===== src/rtl/spmv_stream.sv =====
// spmv_stream: sparse-matrix x dense-vector accumulator with a row-by-row drain
module spmv_stream #(
  parameter int N = 32,
  parameter int IDX_W = $clog2(N),
  parameter int DW = 8,
  parameter int ACC_W = 2*DW+IDX_W,
  parameter bit SKIP_ZERO = 0
) (
  input  logic             clk,
  input  logic             rst_n,
  input  logic             in_valid,
  input  logic             weight_valid,
  input  logic [IDX_W-1:0] in_row,
  input  logic [IDX_W-1:0] in_col,
  input  logic [DW-1:0]    in_data,
  input  logic             out_ready,
  output logic             out_valid,
  output logic [IDX_W-1:0] out_row,
  output logic [ACC_W-1:0] out_data,
  output logic             out_last,
  output logic             busy
);
  typedef enum logic [1:0] {IDLE, VEC, MAT, DRAIN} state_t;
  state_t state, state_nxt;
  logic [N-1:0][DW-1:0] vec;
  logic [N-1:0][ACC_W-1:0] acc;
  logic [IDX_W-1:0] base, nxt;
  logic [2*DW-1:0] prod;
  logic vec_we, acc_we, load, xfer, done;
  always_ff @(posedge clk or negedge rst_n)
    if (!rst_n) state <= IDLE;
    else state <= state_nxt;
  always_comb begin
    state_nxt = (state == IDLE || state == VEC) ? (in_valid ? VEC : weight_valid ? MAT : state) :
                state == MAT ? (weight_valid ? MAT : DRAIN) :
                done ? IDLE : DRAIN;
  end
  // out_row doubles as the drain pointer; the search picks the next row to emit
  always_comb begin
    busy = state != IDLE;
    xfer = out_valid && out_ready;
    done = xfer && out_last;
    vec_we = in_valid && (state == IDLE || state == VEC);
    acc_we = weight_valid && (state == MAT || ((state == IDLE || state == VEC) && !in_valid));
    load = (state == MAT && !weight_valid) || (xfer && !out_last);
    base = state == MAT ? '0 : out_row + 1'b1;
    prod = {{DW{1'b0}}, in_data} * {{DW{1'b0}}, vec[in_col]};
    nxt = IDX_W'(N-1);
    for (int i = N-1; i >= 0; i--)
      if (i >= int'(base) && (!SKIP_ZERO || acc[i] != '0)) nxt = IDX_W'(i);
  end
  always_ff @(posedge clk or negedge rst_n)
    if (!rst_n) begin
      vec <= '0;
      acc <= '0;
      out_valid <= 1'b0;
      out_row <= '0;
      out_data <= '0;
      out_last <= 1'b0;
    end else if (done) begin
      vec <= '0;
      acc <= '0;
      out_valid <= 1'b0;
      out_row <= '0;
      out_data <= '0;
      out_last <= 1'b0;
    end else begin
      if (vec_we) vec[in_row] <= in_data;
      if (acc_we) acc[in_row] <= acc[in_row] + ACC_W'(prod);
      if (load) begin
        out_valid <= 1'b1;
        out_row <= nxt;
        out_data <= acc[nxt];
        out_last <= nxt == IDX_W'(N-1);
      end
    end
endmodule


===== config.mk =====
export PLATFORM = sky130hd
export DESIGN_NAME = spmv_stream
export DESIGN_NICKNAME = d
export VERILOG_FILES = /design/src/rtl/spmv_stream.sv
export SDC_FILE = /design/constraint.sdc
export NUM_CORES = 2
export LEC_CHECK = 0
export CORE_UTILIZATION = 45
export DETAILED_ROUTE_END_ITERATION = 16
export GPL_ROUTABILITY_DRIVEN = 0
export PLACE_DENSITY_LB_ADDON = 0.1
export SKIP_CTS_REPAIR_TIMING = 1
export SLEW_MARGIN = 10
export SYNTH_ARGS = -nofsm -noshare
export SYNTH_HDL_FRONTEND = slang
export SYNTH_SLANG_ARGS = --single-unit
export TNS_END_PERCENT = 20

===== constraint.sdc =====
create_clock -name clk -period 5.4 [get_ports clk]
set_clock_uncertainty 0.1 [all_clocks]
set_input_delay 1.62 -clock clk [delete_from_list [all_inputs] [get_ports clk]]
set_output_delay 1.62 -clock clk [all_outputs]
set_load 0.005 [all_outputs]

Word level (Yosys, flattened, before mapping)

Cells that the tools add are included.

Register bits: 958
Input bits: 23
Output and inout bits: 29
Logic and storage cells: 192

$add $sub $neg: 2
$mul: 1
$lt $le $gt $ge: 35
Equality and inequality tests: 4
Multiplexer cells: 62
Reduce and logical (&&, ||, !) cells: 19

Operators by type and width:

| operator                                                                            | number |
|---|---|
| 672-bit two-way mux                                                                 | 2 |
| 672-bit bitwise mux                                                                 | 1 |
| 256-bit two-way mux                                                                 | 2 |
| 256-bit bitwise mux                                                                 | 1 |
| 21-bit binary-select mux with 5-bit select                                          | 2 |
| 21-bit demux with 5-bit select                                                      | 1 |
| 21-bit two-way mux                                                                  | 5 |
| 5-bit two-way mux                                                                   | 19 |
| 5-bit greater-or-equal comparator (first input constant)                            | 15 |
| 8-bit binary-select mux with 5-bit select                                           | 1 |
| 8-bit demux with 5-bit select                                                       | 1 |
| 4-bit by 5-bit greater-or-equal comparator with 1-bit output (first input constant) | 8 |
| 4-bit two-way mux                                                                   | 8 |
| 21-bit by 16-bit adder with 21-bit output                                           | 1 |
| 3-bit by 5-bit greater-or-equal comparator with 1-bit output (first input constant) | 4 |
| 5-bit by 6-bit < comparator with 1-bit output (second input constant)               | 3 |
| 8-bit by 8-bit multiplier with 16-bit output                                        | 1 |
| 8-bit two-way mux                                                                   | 2 |
| 2-bit two-way mux                                                                   | 7 |
| 3-bit two-way mux                                                                   | 4 |
| 1-bit by 5-bit greater-or-equal comparator with 1-bit output (first input constant) | 2 |
| 2-bit by 5-bit greater-or-equal comparator with 1-bit output (first input constant) | 2 |
| 1-bit logical AND                                                                   | 8 |
| 2-bit nonzero test                                                                  | 4 |
| 10 further kinds                                                                    | 19 |

Depth between registers and ports, before layout

Word-level depth: 38
Depth in mapped cells: 25
Depth with buffers taken out: 20

Worst setup path before layout

No wires, ideal clock.

Path type: input-to-reg
Start point: in in_col[0]
End point: reg acc[248] in the netlist's numbering
Library setup time: 0.066 ns
Arrival time: 7.420 ns
Required time: 5.234 ns
Slack: -2.187 ns
Stages on the path: 21
Buffers on the path: 3
Path through: buf_4 -> buf_2 -> mux4_2 -> mux4_2 -> mux2i_2 -> nor2b_1 -> fa_1 -> inv_1 -> fa_1 -> inv_1 -> fa_1 -> fa_1 -> ha_1 -> nand3_1 -> a21boi_1 -> o31ai_1 -> o21ai_1 -> nand2_1 -> o311ai_1 -> clkbuf_1 -> a22o_1

Word-level cells in the longest chain between the ends: 7

RTL lines:

| item                                         | line | text |
|---|---|---|
| start: declaration                           | 14   | `input logic [IDX_W-1:0] in_col,` |
| 8-bit binary-select mux with 5-bit select    | 47   | `prod = {{DW{1'b0}}, in_data} * {{DW{1'b0}}, vec[in_col]};` |
| 8-bit two-way mux (not written as such)      | 47   |  |
| 8-bit by 8-bit multiplier with 16-bit output | 47   |  |
| 21-bit by 16-bit adder with 21-bit output    | 69   | `if (acc_we) acc[in_row] <= acc[in_row] + ACC_W'(prod);` |
| 672-bit bitwise mux                          | 69   |  |
| 672-bit two-way mux                          | 69   |  |
| 672-bit two-way mux                          | 60   | `end else if (done) begin` |
| end signal: indexed assignment               | 69   |  |
| end: declaration                             | 26   | `logic [N-1:0][ACC_W-1:0] acc;` |

Every way passes these cells. The select of a mux whose other input is x is not followed.
A chain may end at the register's enable or synchronous reset.

Worst setup path after layout

Start point: in in_col[0]
End point: reg acc[184] in the netlist's numbering

Same word-level chain as after synthesis.

==> impl_metrics.yaml <==
outcome:
  outcome: "finished with violations"
  failed_checks: "negative setup slack"
route:
  wl_mm: 216
  vias: 45400
  drtAntennaViolNets: 0
  highest_layer: "met5"
  vias_per_cell: 6.59
  firstDrtPassIters: 6
  dr_wl_met3_mm: 20.3
  drtIter0Drc: 5288
  drc: 0
  wl_met1_mm: 85.1
  post_drt_wl_per_cell_um: 31.3
  wl_met2_mm: 94.3
die:
  die_y_um: 341
  fp.dieW_um: 341
  start_util_pct: 45.3
  boundaryPins: 52
  dieArea_um2: 116000
  core-area_um2: 114000
  floorplan.rows: 124
layout:
  nFillCells: 10000
  layout-drive-gt1-share_pct: 23.3
  nets: 5404
  regArea_um2: 24000
  fin_area_um2: 62300
  multiInputGateArea_um2: 26100
  areaGrowthSynthToFinish_pct: 20.5
critical_path:
  worstPathArrival_ns: 7.51
  startpoint_type: "primary input"
  cp.depth: 23
  reg2reg_to: "acc[184]"
  crit_path_max_fanout: 16
  crit_top_cell: "fa_1"
  path_class: "in -> reg"
  worstReg2RegStart: "vec[146]"
  cp_slowest_cell: "fa_1"
  crit_buf_inv: 7
  rr_worst_depth: 20
  required_ns: 5.92
  crit_path_cell_trace: "buf_16 > clkbuf_16 > buf_4 > mux4_2 > mux4_2 > mux2i_4 > nor2b_2 > fa_1 > inv_1 > fa_1 > inv_2 > fa_1 > fa_1 > ha_4 > nor3_1 > o21ai_2 > a31oi_4 > o21ai_4 > o41ai_4 > a21oi_4 > buf_12 > clkbuf_16 > o21ai_0"
  crit_family: "adder cells"
  reg2reg_setup_slack_ns: -0.68
  endpoint_kind: "register"
  max_stage_delay_ns: 0.56
place:
  postPlaceCellArea_um2: 57800
  post-place-ws_ns: -2.39
  dp_hpwl_mm: 144
  port-buffer-count: 51
min_path:
  worstHoldEndpoint: "acc[188]"
  min_path_type: "reg -> reg"
  min-delay-start: "acc[188]"
  hold_depth: 2
logic_synthesis:
  synth_edf_count: 0
  synthSimpleGateAreaFrac_pct: 14.2
  ys_types: 67
  syn_area_per_cell_um2: 10.3
  seq_area_frac_synth_pct: 46.3
  syn-num-nets: 5125
  async_reset_ff_share_pct: 100
  synthCells: 5010
  synth-compound-area-share_pct: 18.0
  yosys.area_share.adder_pct: 2.95
  synth_mux_area_share_pct: 13.7
  netlist.area_leader.share_pct: 46.3
  synth_top_cell_by_area: "dfrtp_1"
  synth.cell_area_um2: 51700
  synth_top_family_by_area: "compound AO/OA/AOI/OAI gates"
  synth_ff_type: "dfrtp_1"
  yosysWarnings: 0
  synth_area_leaders: "dfrtp_1, mux4_2, a22o_1, nand2_1, nand3_1"
  synth-seq-cells: 958
  synth-xor-area-share_pct: 0.283
clock_tree:
  cts.sinks: 958
  cts_tree: "built"
  clock_tree.buffer_depth: 3
  cts_htree_levels: 3
  cts_inserted_buffers: 108
  clock_latency_ns: 0.72
  path_clk_slew_ns: 0.06
  cts-root-buf: "clkbuf_16"
run:
  maxCapViolations: 0
timing:
  fin_crit_ns: 6.99
  tightest_slew_ns: 1.32
  grt_setup_unrepaired: "true"
  tns_ns: -692.90
  fin_crit_sh_pct: 129
  setup_viol: 576
  hold_viol_final: 0
  final.setup.worst_slack_ns: -1.59
  slew_viol_final: 0
  fmax_mhz: 143
  relSlewSlack_pct: 11.3
global_route:
  grt_pass1_vias: 44000
  antenna_found_initial: 6
  grt_max_degree: 194
  grt_usage_pct: 36.6
  overflow: 0
  grt_pass1_wl_mm: 313
power:
  power.total_mw: 31.8
  p_leak_nw: 27.6
  ir_worst_vdd_uv: 733
  power_density_nw_per_um2: 511
==> registers in the layout, summed over array words and instances, names as in the netlist <==
register,flops
out_valid,1
state,2
vec,256
acc,672
out_last,1
out_data,21
out_row,5
==> synthesized netlist by cell type (47+ instances only) <==
master and number:
o21ai_0 133, nand3_1 361, a22o_1 547, dfrtp_1 958
mux2i_1 149, inv_1 67, a21oi_1 346, mux4_2 241
clkbuf_1 300, fa_1 50, nand2_1 1120, nor2_1 47
buf_2 119, o22ai_1 63
==> final cells by class <==
| type | instances | share of cell area [%] |
|---|---|---|
| Timing Repair Buffer | 654 | 10.0 |
| Tap cell | 1512 | 3.03 |
| Multi-Input combinational cell | 3500 | 41.9 |
| Inverter | 67 | 0.403 |
| Clock buffer | 157 | 5.26 |
| Antenna cell | 1 | 0.00401 |
| Clock inverter | 45 | 0.951 |
| Sequential cell | 958 | 38.5 |
==> stage by stage <==
stage                     std cells  hold WS (ns)  utilization, %
after global routing           6893         0.419            54.6
after global placement         6666         0.378            50.6
after CTS                      6868         0.401            54.0
after floorplan                5010         0.361               -
final                          6894         0.399            54.6
after detailed placement       6666         0.388            50.6
==> where the power goes <==
group          internal [mW]  total, mW  leakage (nW)  switching [mW]
sequential              8.61       9.75          13.0            1.13
combinational           5.40       14.0          12.7            8.59
clock                   4.83       8.09          1.93            3.26
==> how the worst max path moves through the flow <==
stage | startpoint | endpoint | slack (ns)
finish | in_col[0] | acc[184] | -1.59
CTS | in_col[0] | acc[667] | -1.65
global placement | in_col[0] | acc[146] | -2.37
global route | in_col[0] | acc[310] | -1.77
detailed placement | in_col[0] | acc[667] | -2.39
floorplan | in_col[0] | acc[248] | -1.64
==> kinds of logic (layout without fill, tap and decap cells) <==
kind of cell,count (synthesis),in the layout
and+or+nand+nor,1699,1699
AOI/OAI and AO/OA,1291,1291
DFF,958,958
buffers and inverters,552,923
muxes,403,403
adders and majority gates,92,92
xor gates and xnor gates,15,15
other,0,1
==> tightest hold or removal path, cell delays in order (launching register included) <==
cell and delay, ns:
dfrtp_1 0.35, nand2_1 0.06, o21ai_2 0.05
==> routing by layer <==
metal | global-route usage [%] | vias up
met5 | 0 | -
met4 | 22.0 | 8
met3 | 6.96 | 659
met2 | 54.0 | 2688
met1 | 50.3 | 23200
li1 | - | 18900
==> placed cells by master, fill, tap and decap left out, types with 22 or more instances in the layout <==
master           instances
a32o_1                  29
buf_4                  507
o21ai_1                 22
nand2_1               1115
clkbuf_8                33
clkdlybuf4s50_1         38
nor2_1                  39
fa_1                    49
nor2_2                  35
mux4_2                 241
inv_1                   65
a21oi_2                 36
ha_1                    36
mux2i_1                149
o21ai_0                 96
a21oi_1                306
nor2b_1                 27
a22o_1                 547
o21ai_2                 45
a311oi_1                31
o22ai_1                 63
dfrtp_1                958
clkbuf_16              120
nand3_1                360
buf_12                  79
clkinv_2                23
a22oi_1                 29
(Power assumes the default switching activity.)
